$ cat config.mk
export PLATFORM = sky130hd
export DESIGN_NAME = fft_frame_scheduler
export DESIGN_NICKNAME = d
export VERILOG_FILES = /design/src/rtl/fft_frame_scheduler.sv
export SDC_FILE = /design/constraint.sdc
export NUM_CORES = 1
export LEC_CHECK = 0
export ABC_AREA = 1
export BUFFER_PORTS_ARGS = -buffer_cell sky130_fd_sc_hd__buf_2
export CORE_MARGIN = 5
export CORE_UTILIZATION = 30
export DETAILED_ROUTE_END_ITERATION = 10
export SLEW_MARGIN = 20
export SYNTH_ARGS = -nofsm -noshare
export SYNTH_HDL_FRONTEND = slang
export SYNTH_SLANG_ARGS = --single-unit
$ cat constraint.sdc
create_clock -name clk -period 2.8 [get_ports clk]
set_input_delay 0.28 -clock clk [delete_from_list [all_inputs] [get_ports clk]]
set_output_delay 0.28 -clock clk [all_outputs]
set_load 0.01 [all_outputs]
$ cat src/rtl/fft_frame_scheduler.sv
// Frame controller for an 8-point FFT core: loads samples, kicks the core, unloads results.
// Optional RUN watchdog is compiled in with `define FFT_SCHED_TIMEOUT_EN.
module fft_frame_scheduler #(
  parameter int unsigned MAX_N          = 8,
  parameter int unsigned ADDR_WIDTH     = 3,
  parameter bit          LOAD_BANK      = 1'b0,
  parameter bit          RESULT_BANK    = 1'b1,
  parameter int unsigned BITREV_IN      = 1
`ifdef FFT_SCHED_TIMEOUT_EN
  , parameter int unsigned TIMEOUT_CYCLES = 1024
`endif
) (
  input  logic                  clk,
  input  logic                  rst,
  input  logic                  in_valid,
  output logic                  in_ready,
  input  logic [23:0]           in_data,
  output logic                  out_valid,
  input  logic                  out_ready,
  output logic [23:0]           out_data,
  output logic                  out_last,
  output logic                  busy,
  output logic                  frame_done,
  output logic                  frame_err,
  output logic [15:0]           frame_count,
  output logic                  core_start,
  output logic [ADDR_WIDTH-1:0] core_N,
  input  logic                  core_done,
  input  logic                  core_error,
  output logic                  ext_wr_en,
  output logic [ADDR_WIDTH-1:0] ext_wr_addr,
  output logic [23:0]           ext_wr_data,
  output logic                  ext_bank_sel,
  output logic [ADDR_WIDTH-1:0] ext_rd_addr,
  output logic                  ext_reading,
  input  logic [23:0]           core_rd_data
);

  typedef enum logic [2:0] {
    S_IDLE       = 3'd0,
    S_LOAD       = 3'd1,
    S_KICK       = 3'd2,
    S_RUN        = 3'd3,
    S_UNLOAD_RD  = 3'd4,
    S_UNLOAD_OUT = 3'd5,
    S_FINISH     = 3'd6
  } state_t;

  localparam logic [ADDR_WIDTH-1:0] LAST_IDX = ADDR_WIDTH'(MAX_N - 1);
  localparam logic [ADDR_WIDTH-1:0] ZERO_IDX = {ADDR_WIDTH{1'b0}};

  function automatic logic [ADDR_WIDTH-1:0] map_addr(input logic [ADDR_WIDTH-1:0] idx);
    logic [ADDR_WIDTH-1:0] rev;
    rev = ZERO_IDX;
    for (int b = 0; b < ADDR_WIDTH; b++) begin
      rev[b] = idx[ADDR_WIDTH-1-b];
    end
    return (BITREV_IN != 0) ? rev : idx;
  endfunction

  state_t                r_state;
  state_t                w_next_state;
  logic [ADDR_WIDTH-1:0] r_load_idx;
  logic [ADDR_WIDTH-1:0] r_unload_idx;
  logic [ADDR_WIDTH-1:0] w_unload_idx_next;
  logic                  w_in_fire;
  logic                  w_out_fire;
  logic                  w_err_exit;
  logic                  w_timeout;

  logic                  r_wr_en;
  logic [ADDR_WIDTH-1:0] r_wr_addr;
  logic [23:0]           r_wr_data;
  logic                  r_bank_sel;
  logic [ADDR_WIDTH-1:0] r_rd_addr;
  logic                  r_reading;
  logic                  r_out_valid;
  logic [23:0]           r_out_data;
  logic                  r_out_last;
  logic                  r_busy;
  logic                  r_frame_done;
  logic                  r_frame_err;
  logic [15:0]           r_frame_count;
  logic                  r_core_start;

  // A load index that has wrapped back to zero inside LOAD means the frame is complete.
  assign in_ready   = (r_state == S_IDLE) || ((r_state == S_LOAD) && (r_load_idx != ZERO_IDX));
  assign w_in_fire  = in_valid && in_ready;
  assign w_out_fire = (r_state == S_UNLOAD_OUT) && r_out_valid && out_ready;
  assign w_err_exit = (r_state == S_RUN) && (core_error || w_timeout);

`ifdef FFT_SCHED_TIMEOUT_EN
  localparam int unsigned WD_W = (TIMEOUT_CYCLES > 2) ? $clog2(TIMEOUT_CYCLES) : 1;
  logic [WD_W-1:0] r_wd_cnt;

  // Watchdog counter: zero outside RUN, counts each RUN cycle.
  always_ff @(posedge clk or posedge rst) begin
    if (rst) begin
      r_wd_cnt <= {WD_W{1'b0}};
    end else if (r_state != S_RUN) begin
      r_wd_cnt <= {WD_W{1'b0}};
    end else begin
      r_wd_cnt <= r_wd_cnt + 1'b1;
    end
  end

  assign w_timeout = (r_wd_cnt == WD_W'(TIMEOUT_CYCLES - 1)) && !core_done;
`else
  assign w_timeout = 1'b0;
`endif

  // Next-state decode and unload index advance.
  always_comb begin
    w_next_state      = r_state;
    w_unload_idx_next = r_unload_idx;
    case (r_state)
      S_IDLE: begin
        if (in_valid) w_next_state = S_LOAD;
        else          w_next_state = S_IDLE;
      end
      S_LOAD: begin
        if (r_load_idx == ZERO_IDX) w_next_state = S_KICK;
        else                        w_next_state = S_LOAD;
      end
      S_KICK: w_next_state = S_RUN;
      S_RUN: begin
        if (core_error || w_timeout) begin
          w_next_state = S_IDLE;
        end else if (core_done) begin
          w_next_state      = S_UNLOAD_RD;
          w_unload_idx_next = ZERO_IDX;
        end else begin
          w_next_state = S_RUN;
        end
      end
      S_UNLOAD_RD: w_next_state = S_UNLOAD_OUT;
      S_UNLOAD_OUT: begin
        if (w_out_fire && (r_unload_idx == LAST_IDX)) begin
          w_next_state = S_FINISH;
        end else if (w_out_fire) begin
          w_next_state      = S_UNLOAD_RD;
          w_unload_idx_next = r_unload_idx + 1'b1;
        end else begin
          w_next_state = S_UNLOAD_OUT;
        end
      end
      S_FINISH: w_next_state = S_IDLE;
      default:  w_next_state = S_IDLE;
    endcase
  end

  // State register and load/unload indices.
  always_ff @(posedge clk or posedge rst) begin
    if (rst) begin
      r_state      <= S_IDLE;
      r_load_idx   <= ZERO_IDX;
      r_unload_idx <= ZERO_IDX;
    end else begin
      r_state      <= w_next_state;
      r_unload_idx <= w_unload_idx_next;
      if (w_in_fire) begin
        r_load_idx <= r_load_idx + 1'b1;
      end
    end
  end

  // Registered outputs, decoded from the upcoming state so they line up with it.
  always_ff @(posedge clk or posedge rst) begin
    if (rst) begin
      r_wr_en       <= 1'b0;
      r_wr_addr     <= ZERO_IDX;
      r_wr_data     <= 24'd0;
      r_bank_sel    <= LOAD_BANK;
      r_rd_addr     <= ZERO_IDX;
      r_reading     <= 1'b0;
      r_out_valid   <= 1'b0;
      r_out_data    <= 24'd0;
      r_out_last    <= 1'b0;
      r_busy        <= 1'b0;
      r_frame_done  <= 1'b0;
      r_frame_err   <= 1'b0;
      r_frame_count <= 16'd0;
      r_core_start  <= 1'b0;
    end else begin
      r_wr_en      <= w_in_fire;
      r_core_start <= (w_next_state == S_KICK);
      r_reading    <= (w_next_state == S_UNLOAD_RD);
      r_out_valid  <= (w_next_state == S_UNLOAD_OUT);
      r_busy       <= (w_next_state != S_IDLE);
      r_frame_done <= (w_next_state == S_FINISH);
      r_frame_err  <= w_err_exit;
      r_bank_sel   <= ((w_next_state == S_UNLOAD_RD) || (w_next_state == S_UNLOAD_OUT)) ?
                      RESULT_BANK : LOAD_BANK;
      if (w_in_fire) begin
        r_wr_addr <= map_addr(r_load_idx);
        r_wr_data <= in_data;
      end
      if (w_next_state == S_UNLOAD_RD) begin
        r_rd_addr <= w_unload_idx_next;
      end
      // Read data is valid during UNLOAD_RD; it is held here for the whole output stall.
      if (r_state == S_UNLOAD_RD) begin
        r_out_data <= core_rd_data;
        r_out_last <= (r_unload_idx == LAST_IDX);
      end else if (w_out_fire) begin
        r_out_last <= 1'b0;
      end
      if (w_next_state == S_FINISH) begin
        r_frame_count <= r_frame_count + 16'd1;
      end
    end
  end

  assign core_N       = ADDR_WIDTH'(MAX_N);
  assign ext_wr_en    = r_wr_en;
  assign ext_wr_addr  = r_wr_addr;
  assign ext_wr_data  = r_wr_data;
  assign ext_bank_sel = r_bank_sel;
  assign ext_rd_addr  = r_rd_addr;
  assign ext_reading  = r_reading;
  assign out_valid    = r_out_valid;
  assign out_data     = r_out_data;
  assign out_last     = r_out_last;
  assign busy         = r_busy;
  assign frame_done   = r_frame_done;
  assign frame_err    = r_frame_err;
  assign frame_count  = r_frame_count;
  assign core_start   = r_core_start;

endmodule

=== Word-level counts from Yosys, hierarchy flattened ===
Index checks and enable logic that the tools add are counted.

* Reduce and logical (&&, ||, !) cells: 13
* $add $sub $neg: 3
* Equal/unequal tests: 10
* Mux-type cells: 15

{| class="wikitable"
|+ Operators with widths
! kind !! number
|-
| equality test 3 bit (second input constant) || 6
|-
| 2-to-1 mux 3 bit || 6
|-
| one-hot mux 3 bit (6 select lines) || 1
|-
| adder 16 x 1 -> 16 bit (second input constant) || 1
|-
| equality test 3 x 2 -> 1 bit (second input constant) || 3
|-
| adder 3 x 1 -> 3 bit (second input constant) || 2
|-
| logical AND 1 bit || 6
|-
| zero test 3 bit || 2
|-
| one-hot mux 3 bit (2 select lines) || 1
|-
| nonzero test 3 bit || 2
|-
| 2-to-1 mux 1 bit || 5
|-
| 2-to-1 mux 2 bit || 2
|-
| equality test 3 x 1 -> 1 bit (second input constant) || 1
|-
| logical OR 1 bit || 2
|-
| nonzero test 2 bit || 1
|}

* Output and inout port bits: 83
* Flip-flop bits (word level): 88
* Input bits: 54

=== Depth between registers and ports, before layout ===
Gate-level depths: netlist of the first run.

* Depth in word-level cells: 9
* Depth in mapped cells: 9
* Gate-level depth less buffers: 8

=== Worst setup path after synthesis of the first run ===
Ideal clock, no wire load.

* Kind: register -> register
* From: register r_load_idx[0]
* To: register r_wr_addr[0] (netlist: ext_wr_addr[0])
* Buffers on the path: 1
* Period minus slack after synthesis: 1463 ps
* Library setup time: 123 ps
* Arrival: 1341 ps
* Stages on the path, launching flop included: 8
* Path slack: 1337 ps
* Cell sequence: dfrtp_1 > inv_1 > ha_1 > a31oi_2 > nand2_2 > buf_2 > nand2_1 > o21ai_1

* Longest elaborated chain between the ends: 4

{| class="wikitable"
|+ Ends and longest elaborated chain
! what !! line !! RTL
|-
| start, declared || 63 || <nowiki>logic [ADDR_WIDTH-1:0] r_load_idx;</nowiki>
|-
| start signal, assigned || 162 || <nowiki>r_load_idx <= r_load_idx + 1'b1;</nowiki>
|-
| nonzero test 3 bit || 87 || <nowiki>assign in_ready = (r_state == S_IDLE) || ((r_state == S_LOAD) && (r_load_idx != ZERO_IDX));</nowiki>
|-
| logical AND 1 bit || 87 ||
|-
| logical OR 1 bit || 87 ||
|-
| named net in_ready || 16 || <nowiki>output logic in_ready,</nowiki>
|-
| logical AND 1 bit || 88 || <nowiki>assign w_in_fire = in_valid && in_ready;</nowiki>
|-
| end signal, assigned || 195 || <nowiki>r_wr_addr <= map_addr(r_load_idx);</nowiki>
|-
| end, declared || 72 || <nowiki>logic [ADDR_WIDTH-1:0] r_wr_addr;</nowiki>
|}

The timed path passes the listed nets, and every way through them passes these cells.
A chain may end at the register's enable or synchronous reset.

=== Final worst setup path of the first run ===
* From: register r_load_idx[0]
* To: register r_load_idx[1]

* Longest elaborated chain between the ends: 4
* Elaborated cells on any way between the ends: 5
* Those cells by class: add/sub (1); reduce/logical (4)

{| class="wikitable"
|+ Ends and longest elaborated chain
! what
|-
| parallel branches: the longest is 4 deep, another holds adder 3 x 1 -> 3 bit
|}

Several ways; the timed one is not identified.

==> results.md, run 1 <==
- In this run, post-CTS repair resized a total of 0 instances.
- The cell with the largest stage delay on the worst path is nand2_2.
- For the pin with the worst max-slew slack, the measured transition is 0.665 ns.
- The worst-case hold slack is -0.00124 ns.
- Yosys attributes the largest share of cell area to dfrtp_1 (58%), nand2_1 (15%), mux2_2 (7.2%).
- The final route contains 3058 vias.
- The net count of the finished layout is 586.
- Dividing the final minimum period by the clock period gives 69.3%.
- The number of buffers inserted by post-CTS setup repair is 0.
- The area of the placeable core is 12500 um^2.
- Clock-pin slew was measured on the worst setup and hold paths at 0.06 ns.
- STA classifies the critical path startpoint as a register.
- Once detail routing completed, the nets flagged for antenna violations numbered 0.
- The mapped netlist covers 3770 um^2.
- The register-to-register path setup slack is 0.86 ns.
- The critical setup path kind is register to register.
- After global routing the overflow that remains totals 0.
- The setup violation total in the final timing report is 0.
- Setup repair after global routing left no endpoint under its margin.
- The proportion of layout cells with a drive suffix above 1 is 35.2%.
- The overall die area is 14900 um^2.
- The post-synthesis cell type with the largest combined area is dfrtp_1.
- The final count of hold timing violations came to 2.
- Buffers inserted during clock tree synthesis total 9.
- Along the worst path, the maximum fanout reaches 34.
- Between clock sinks in the finished design, the worst skew comes to 0.00655 ns.
- After legalization and detailed placement, the total HPWL measured 6460 um.
- Counting every instance in the synthesized netlist gives 393.
- The total of buffers placed on input and output ports is 133.
- The total count of max-transition violations in the final report was 0.
- Measured along the x axis, the die boundary spans 122 um.
- Averaged over all synthesized cells, the footprint is 9.60 um^2.
- The routed wirelength normalized by instance count is 12.6 um.
- The number of DRC violations after detailed-routing iteration 0 is 159.
- The detailed-route DRC error count is 0.
- The number of global-route vias before repair is 3130.
- The initial cell density of the core is 30.3%.
- The count of standard-cell rows is 41.
- STA classifies the critical path endpoint as a register.
- In this run the power density over the cells is 1040 nW/um^2.
- For the worst setup path, the data required time is 3.02 ns.
- The number of antenna violations at the first check in global routing is 0.
- The largest buffer count on any clock path is 2.
- The number of hold buffers added after CTS was 0.
- The area growth from synthesis to layout is 31.2%.
- Entering global routing, the biggest net connects 54 pins.
- The latest clock arrival within the worst-skew pair is 0.34 ns.
- The total power after layout is 5.17 mW.
- Global routing used 12.5% of the available tracks.
- In this run, distinct cell masters in the synthesized netlist total 29.
- The clock tree synthesis step divided the H-tree into 3 levels.
- The final estimated routing congestion in global placement is 0.832.
- Counting both buffers and inverters, the worst setup path holds a total of 2.
- The signal on the critical path passes through inv_1 > ha_1 > a31oi_2 > nand2_2 > inv_4 > o21ai_0.
- Summed over all failing endpoints, the final setup total negative slack is 0 ns.
- The final reports fail on hold timing.
- Measured against its own limit, the worst slew margin works out to 55.5%.
- The first detailed-routing pass took 4 iterations.
- After layout, the minimum clock period comes to 1.94 ns.
- The sequential cell area fraction in the yosys report is 58.4%.
- The path depth of the worst reg2reg path is 6.
- The top-level I/O count is 137.
- Dividing the detail-routed via count by the number of cells gives 4.34.
- Yosys printed 0 warnings.
- The first global-routing pass estimated 14700 um of wire.
- CTS placed an instance of clkbuf_16 at the clock tree root.
- The largest single stage delay on the critical path is 0.40 ns.
- Counting flops and latches in the post-synthesis netlist gives 88.
- The repair_antennas step left the layout with diodes totalling 0.
- Wires add up to 8860 um.
- The maximum resistive drop on vdd is 0.420 mV.
- The critical path arrival is 2.16 ns.
- The sink count of the clock tree is 88.
- The critical path's top delay family is buffers and inverters.
- TritonCTS built the clock tree.
- The run finished, with violations left.
- Static timing analysis puts the maximum clock frequency at 0.516 GHz.
- In this run the critical register-to-register path is launched from r_load_idx[0].
- In this run the biggest area consumer among cell types represents 58.4% of the synthesized area.
- The static power due to leakage is 2.65 nW.
- Across the run, the number of max-cap violations was 0.
- The die span in y is 122 um.
- The end of the worst register-to-register path is r_load_idx[1].
- The min-delay analysis places its worst path in the category primary input to async pin.
-- routing by layer --
layer | global-route usage (%) | share of wire [%] | up-vias
li1 | - | - | 1498
met1 | 15.8 | 44 | 1446
met2 | 19.0 | 44 | 103
met3 | 4.83 | 9.8 | 11
met4 | 5.25 | 1.6 | 0
met5 | 0 | 0 | -
-- how the worst max path moves through the flow --
stage                         end  cells after the start           from
floorplan                    busy                      1            rst
global placement    r_load_idx[1]                      6  r_load_idx[0]
detailed placement  r_load_idx[1]                      6  r_load_idx[0]
CTS                 r_load_idx[1]                      6  r_load_idx[0]
global route        r_load_idx[1]                      7  r_load_idx[0]
finish              r_load_idx[1]                      6  r_load_idx[0]
-- power by group --
part / internal (mW) / switching (mW) / leakage (nW)
clock: 0.983 / 0.493 / 0.182
sequential: 1.76 / 0.272 / 1.09
combinational: 0.720 / 0.939 / 1.37
total: 3.46 / 1.70 / 2.65
-- placed cells by master (no fill, tap or decap), types with 9 or more instances in the layout --
master	n
nand2_1	148
buf_2	133
mux2_2	24
nor2_1	25
clkbuf_16	9
nand3_1	10
o21ai_0	9
inv_1	27
dfrtp_1	88
o21ai_1	10
-- cells in the mapped netlist --
| cell | instances |
|---|---|
| buf_6 | 4 |
| a21oi_1 | 2 |
| xnor2_1 | 2 |
| buf_2 | 4 |
| ha_1 | 5 |
| nor2_1 | 25 |
| mux2_2 | 24 |
| o22ai_1 | 1 |
| clkinv_2 | 1 |
| nor3_4 | 1 |
| o21ai_0 | 9 |
| nand3_1 | 10 |
| nand2_2 | 4 |
| nand4_1 | 5 |
| nand3b_1 | 3 |
| inv_4 | 1 |
| xor2_1 | 5 |
| conb_1 | 1 |
| buf_4 | 5 |
| inv_1 | 28 |
| o21ai_2 | 1 |
| o21ai_1 | 10 |
| nand2_1 | 148 |
| inv_2 | 2 |
| a31oi_2 | 1 |
| nor3_1 | 1 |
| dfrtp_1 | 88 |
| nor2_2 | 1 |
| o21bai_1 | 1 |
-- logic make-up after synthesis --
group / Yosys count / synth area share (%)
adders and majority gates: 5 / 1.66
other: 1 / 0.0994
buffers and inverters: 45 / 6.00
muxes: 24 / 7.16
DFF: 88 / 58.4
AOI/OAI and AO/OA: 25 / 3.71
and+or+nand+nor: 198 / 21.4
xor gates and xnor gates: 7 / 1.63
-- final cells by class --
| class | instances | area, um^2 |
|---|---|---|
| clock buffers | 10 | 239 |
| clock inverters | 6 | 130 |
| fillers | 1259 | 7520 |
| inverters | 32 | 125 |
| multi-input cells | 262 | 1350 |
| flip-flops and latches | 88 | 2200 |
| well taps | 172 | 215 |
| repair buffers | 134 | 686 |
-- registers in the layout, indices dropped and copies added (netlist names), 3 cells and up --
signal        cells
ext_rd_addr       3
ext_wr_addr       3
ext_wr_data      24
r_unload_idx      3
r_state           3
r_load_idx        3
out_data         24
frame_count      16
-- metrics by stage --
step | area (um^2) | setup slack [ns] | cells | util [%]
finish | 4950 | 0.861 | 704 | 39.7
detailed placement | 4580 | 0.831 | 688 | 36.7
CTS | 4950 | 0.823 | 704 | 39.7
floorplan | 3780 | 0.241 | 395 | -
global route | 4950 | 0.655 | 704 | 39.7
global placement | 4580 | 0.923 | 688 | 36.7
Power figures use the tool's default switching activity.
==> inputs of run 2 (changes only) <==
clock period = 1.95 ns   (was 2.8 ns; I/O delays follow)
==> run 2 against run 1 <==
  * The run now ends clean
  * Global-route usage rose by 0.32 points
  * Maximum frequency up 12%
  * Worst setup slack lost 0.64 ns
  * Core utilization fell by 0.12 points
  * Clock power increased by 17%
  * Power increased by 37%
  * Combinational power is 48% higher
  * Highest routed layer is now met5
  * Register-to-register slack lost 0.64 ns
  * Critical path depth grew 1
  * Hold slack better by 0.046 ns
==> results.md, run 2 (synthesis gave the netlist of run 1 again) <==
- The flow ran to the end, and the final reports show no timing, DRC or antenna violations.
- The final estimated routing congestion in global placement is 0.837.
- The detail-routed via count per cell is 4.35.
- The summed area of non-filler cells in the final layout is 4930 um^2.
- The final wirelength is 9160 um.
- The library cell used as clock root buffer is clkbuf_16.
- The routed wirelength normalized by instance count is 12.9 um.
- The area of the placeable core is 12500 um^2.
- The final sum of negative setup slack is 0 ns.
- The net total in the final layout is 591.
- The final worst-path cycle share is 88.7%.
- The register-to-register path setup slack is 0.22 ns.
- The total of buffers placed on input and output ports is 133.
- The die outline width is 122 um.
- The maximum resistive drop on vdd is 0.743 mV.
- The proportion of layout cells with a drive suffix above 1 is 35.4%.
- Net switching is 34.9% of the power.
- At the later pin of the worst-skew pair, clock insertion delay measures 0.34 ns.
- The floorplan has 41 rows.
- In the layout the commonest cells are nand2_1 (148), buf_2 (133), dfrtp_1 (88).
- The worst hold path passes through 3 cells.
- The critical path contains buffers and inverters numbering 2 combined.
- The detailed placer's ending HPWL is 6840 um.
- The worst register-to-register path begins at r_load_idx[0].
- The endpoint with the worst hold slack is ext_wr_data[10].
- The final clock skew is 0.00774 ns.
- The overall die area is 14900 um^2.
- Clock-pin slew was measured on the worst setup and hold paths at 0.06 ns.
- Internal power comes to 4.62 mW.
- In the final layout, flip-flops and latches occupy 2200 um^2.
- The TritonCTS clock tree is built.
- The post-layout minimum cycle time is 1.73 ns.
- The critical setup path kind is register to register.
- The total power divided by cell area is 1440 nW/um^2.
- Measured along the y axis, the die boundary spans 122 um.
- Data on the critical path arrives at its endpoint at 1.99 ns.
- In the routed design, unresolved DRC markers number 0.
- At the worst endpoint, the required time is 2.21 ns.
- The class of the tightest hold or removal check is primary input to register.
- The critical path's top delay family is buffers and inverters.
- Measured in cells, the most critical reg-to-reg path has a length of 7.
- The post-cts sizing count is 0.
- The startpoint kind of the worst setup timing path is a register.
- The global routing usage summed across all routing layers is 12.8%.
- The clock network is responsible for 24.4% of the overall power.
- The library cell used most frequently in the layout, excluding fill and tap cells, is nand2_1.
- In this run the static leakage power is 2.64 nW.
- The overall via count from detail_route is 3086.
- Registers are responsible for 41.1% of the overall power.
- The detail route stage leaves a number of antenna-violating nets equal to 0.
- The standard cell area after detailed placement is 4620 um^2.
- The repair_antennas step left the layout with diodes totalling 0.
- The reported net switching power is 2.48 mW.
- The startpoint identified for the worst hold timing path is in_data[10].
- The slowest stage of the critical path is the dfrtp_1 cell.
- The number of global-route vias before repair is 3181.
- Walking the worst path, the cells encountered are inv_1 > ha_1 > a31oi_2 > nand2_2 > inv_4 > nand2_1 > o21ai_0.
- The number of antenna violations at the first check in global routing was 1.
- The endpoint identified for the worst register-to-register timing path is r_load_idx[1].
- The area growth from synthesis to layout is 30.8%.
- The number of H-tree levels is 3.
- Pin placement for this block handled 137 I/O pins.
- The footprint of the multi-input gates is 1350 um^2.
- After global routing the overflow that remains totals 0.
- The clock passes through at most 2 buffers.
- Setup repair after global routing left no endpoint under its margin.
- The final count of hold timing violations is 0.
- The total count of max-transition violations in the final report is 0.
- Based on the critical path, the design can be clocked at up to 0.578 GHz.
- After clock tree synthesis, the flow added hold-fix buffers numbering 1.
- In this run, CTS created clock tree buffers numbering 9.
- The setup violation total in the final timing report is 0.
- The initial cell density of the core is 30.3%.
- The first-pass GRT wire length is 15000 um.
- The first detailed-routing pass took 4 iterations.
- Entering global routing, the biggest net connects 48 pins.
- Max-cap violations in this run came to 0.
- The sink count of the clock tree is 88.
- The biggest fanout along the worst timing path is 27.
- The largest single stage delay on the critical path is 0.35 ns.
- Fill cells in the final layout number 1267.
- Measured on the finished design, the core utilization comes to 39.6%.
- The share of total power dissipated in combinational logic is 34.5%.
- The number of DRC violations after detailed-routing iteration 0 is 146.
- The worst setup path is captured at a register.
- Once the clock tree was built, the setup fixing pass inserted 0 buffers.
[run 2: changes by cell type in the layout (fill, tap and decap cells not counted)]
cell	previous run	this run
buf_4	0	3
clkinvlp_4	0	2
dlygate4sd3_1	0	1
clkinv_2	4	3
clkbuf_1	0	1
bufinv_16	4	1
buf_12	1	2
clkinv_4	0	1
[run 2: worst max path at each step]
stage                  startpoint              to  slack [ns]  cells after the start
finish              r_load_idx[0]   r_load_idx[1]        0.22                      7
global route        r_load_idx[0]   r_load_idx[1]        0.06                      7
CTS                 r_load_idx[0]   r_load_idx[1]        0.20                      7
detailed placement  r_load_idx[0]   r_load_idx[1]        0.22                      6
global placement    r_load_idx[0]   r_load_idx[1]        0.30                      6
floorplan           r_load_idx[0]  ext_wr_addr[0]        0.49                      7
[run 2: power by group through the flow]
stage                     sequential, mW  combinational, mW  clock [mW]
after floorplan                     3.20               1.23           0
after global placement              2.92               2.44           0
after detailed placement            2.94               2.51           0
after CTS                           2.93               2.51        1.79
after global routing                3.01               2.77        1.87
final                               2.92               2.45        1.73
[run 2: area by class of cell]
cell class              instances  area share, %
multi-input cells             262           27.4
repair buffers                139           15.0
flip-flops and latches         88           44.6
clock inverters                 5           1.14
well taps                     172           4.36
clock buffers                  11           4.92
inverters                      32           2.59
[run 2: worst reg2reg max path: cells and delay by family, from the launching register on]
family                     cells  cell delay [ns]
buffers and inverters          2             0.39
and+or+nand+nor                2             0.36
DFF                            1             0.35
AOI/OAI and AO/OA              2             0.32
adders and majority gates      1             0.23
[run 2: metrics by stage]
step                setup WS [ns]  power (mW)  instances  hold WS (ns)
detailed placement          0.223        5.45        692         0.237
finish                      0.220        7.10        709        0.0445
global route               0.0555        7.64        709        0.0319
global placement            0.303        5.36        692         0.230
CTS                         0.204        7.23        709        0.0243
floorplan                   0.487        4.43        395         0.305
[run 2: routing by layer]
layer	part of all wire, %	vias up	wire, um	global-route usage, %
met5	0.20	-	18	0
met1	44	1453	4010	16.1
met2	46	98	4220	19.6
li1	-	1517	-	-
met3	8.3	16	763	5.11
met4	1.6	2	150	5.18
==> inputs of run 3 (changes only) <==
PLACE_DENSITY = 0.57   (was not set)
clock period = 1.6 ns   (was 1.95 ns; I/O delays follow)
==> run 3 against run 2 <==
  * Critical path depth is 3 lower
  * Sequential power is 21% higher
  * Design area up 3.9%
  * Critical endpoint is now in_ready
  * Largest cell class unchanged
  * Highest routed layer is now met4
==> results.md, run 3 (synthesis gave the netlist of run 1 again) <==
- Data arrives at the worst endpoint at 1.34 ns.
- The cell with the largest stage delay on the worst path is dfrtp_1.
- The total power divided by cell area is 1740 nW/um^2.
- The proportion of layout cells with a drive suffix above 1 is 36.8%.
- TritonCTS built the clock tree.
- Entering global routing, the biggest net connects 32 pins.
- The cell sitting at the root of the clock tree is a clkbuf_16.
- The number of filler cells placed in the layout is 1270.
- The routed wire length on met2 is 4070 um.
- The final estimated routing congestion in global placement is 0.837.
- The die covers 14900 um^2.
- The number of antenna violations at the first check in global routing is 0.
- During I/O placement, the number of pins put on the boundary was 137.
- The depth of the worst hold-timing path is 3.
- The final count of hold timing violations came to 0.
- For this run, design rule violations remaining after detail routing come to 0.
- The total met3 wirelength after detailed routing is 767 um.
- Summing all flip-flop and latch instances after layout gives 2200 um^2.
- The critical path endpoint category is an output pin.
- The area of the placeable core is 12500 um^2.
- The path depth of the worst reg2reg path is 8.
- Setup violations remaining at the end of the flow were counted as 0.
- Clock latency on the worst-skew pair, taken at its later pin, is 0.34 ns.
- For the final routed database, the setup TNS stands at 0 ns.
- The number of DRC violations after detailed-routing iteration 0 is 162.
- The clock drives 88 sinks.
- The critical path's top delay family is flip-flops.
- Across the VDD grid, the largest voltage drop is 0.811 mV.
- The critical setup path kind is register to output pin.
- The end of the worst register-to-register path is frame_count[5].
- The first-pass GRT wire length is 14600 um.
- The first-pass iteration count of the detailed router is 4.
- In this run the core area contains 41 standard-cell rows.
- Clock-pin slew was measured on the worst setup and hold paths at 0.06 ns.
- The data required time at the worst endpoint is 1.44 ns.
- The number of H-tree levels is 3.
- The most common cell after layout, fill and taps aside is nand2_1.
- The final clock skew is 0.00774 ns.
- Setup repair after global routing left no endpoint under its margin.
- For this run, the slowest stage of the critical path takes 0.39 ns.
- The startpoint kind of the worst setup timing path is a register.
- The global routing usage summed across all routing layers is 12.3%.
- After layout, the design draws a total of 8.92 mW.
- Summed over all nets, the half-perimeter wirelength after detailed placement is 6670 um.
- The number of antenna-violating nets in the routed design is 0.
- The run finished with clean final reports.
- The final wirelength is 8860 um.
- The wire length on met1 is 3910 um.
- The antenna diode instance count is 0.
- The total of buffers placed on input and output ports is 133.
- The endpoint with the worst hold slack is ext_wr_data[7].
- From left edge to right edge, the die measures 122 um.
- The worst register-to-register path begins at r_state[1].
- The die span in y is 122 um.
- The critical path contains buffers and inverters numbering 2 combined.
- The final worst-path cycle share is 93.4%.
- The startpoint identified for the worst hold timing path is in_data[7].
- Summing all multi-input logic gate instances after layout gives 1370 um^2.
- For this configuration, the core starts out at a cell density of 30.3%.
- The tool flagged a number of max-cap violations equal to 0.
- In this run the worst path has a maximum fanout of 3.
- After detailed routing, the average wire length per cell comes to 12.2 um.
- The static power due to leakage is 2.72 nW.
- The number of global-route vias before repair is 3117.
- The largest buffer count on any clock path is 2.
- The detail-routed via count per cell is 4.22.
- Summed over all layers, the global routing overflow is 0.
- The detailed router used layers up to and including met4.
- The highest clock frequency the design can meet is 0.669 GHz.
- The area growth from synthesis to layout is 35.9%.
- The top cell types in the final layout, fill and taps aside, are nand2_1 (148), buf_2 (132), dfrtp_1 (88).
- The post-layout minimum cycle time is 1.50 ns.
- The tightest min-delay check is of the primary input to register type.
- The signal on the critical path passes through inv_1 > ha_2 > a31oi_4 > buf_4.
- The total count of max-transition violations in the final report is 0.
- Detailed routing inserted a total of 3056 vias.
- The number of clock buffers added by TritonCTS is 9.
- The worst register-to-register path has a setup slack of 0.15 ns.
- In the final design database the tool counted 606 nets.
[run 3: changes by cell type in the layout (fill, tap and decap cells not counted), sizes merged]
cell | previous run | this run
buf | 138 | 148
bufinv | 1 | 2
clkbuf | 11 | 9
clkinv | 4 | 3
clkinvlp | 2 | 4
dlygate4sd3 | 1 | 6
[run 3: metrics by stage]
stage / hold WS (ns) / utilization [%] / instances / instance area (um^2) / setup slack, ns
2_1_floorplan: 0.270 / - / 395 / 3780 / 0.137
3_3_place_gp: 0.191 / 37.8 / 700 / 4710 / 0.161
3_5_place_dp: 0.191 / 37.8 / 700 / 4710 / 0.0952
4_1_cts: 0.000729 / 40.8 / 722 / 5090 / 0.00111
5_1_grt: 0.0134 / 41.1 / 724 / 5120 / 0.0112
6_report: 0.0163 / 41.1 / 724 / 5120 / 0.105
[run 3: layout make-up]
type | count | area share [%]
Clock buffer | 9 | 4.39
Inverter | 32 | 2.54
Multi-Input combinational cell | 262 | 26.6
Sequential cell | 88 | 43.0
Clock inverter | 7 | 1.88
Timing Repair Buffer | 154 | 17.4
Tap cell | 172 | 4.20
[run 3: routing by layer]
metal,track usage (%),vias up
met5,0,-
met4,4.62,0
met3,3.90,8
met2,19.8,100
met1,15.6,1409
li1,-,1539
[run 3: where the power goes]
group / total (mW) / internal, mW / switching, mW
Combinational: 3.14 / 1.42 / 1.72
Clock: 2.24 / 1.37 / 0.875
Sequential: 3.54 / 3.08 / 0.455
Total: 8.92 / 5.87 / 3.05
[run 3: worst max path at each step]
stage                  start        endpoint  slack [ns]  depth (start not counted)
2_1_floorplan  r_load_idx[0]  ext_wr_addr[0]        0.14                          7
3_3_place_gp   r_load_idx[0]   r_load_idx[1]        0.16                          6
6_report       r_load_idx[0]        in_ready        0.10                          4
3_5_place_dp   r_load_idx[0]   r_load_idx[1]         0.1                          6
5_1_grt           r_state[1]  frame_count[2]        0.01                          8
4_1_cts        r_load_idx[0]        in_ready       0.001                          4
[run 3: worst reg2reg max path, stage by stage (launching register included)]
cell      delay [ns]
dfrtp_1         0.42
inv_2           0.09
nand2_2         0.07
nor3_4          0.24
nand2_2         0.11
inv_2           0.16
buf_12          0.16
nand3b_1        0.08
nand2_1         0.07
[run 3: what timing repair did]
item,4_1_cts,5_1_grt
gates resized for setup,0,6
setup buffers,0,2
hold buffers,6,0
endpoints found under the setup margin,0,32
hold endpoints to repair,19,0
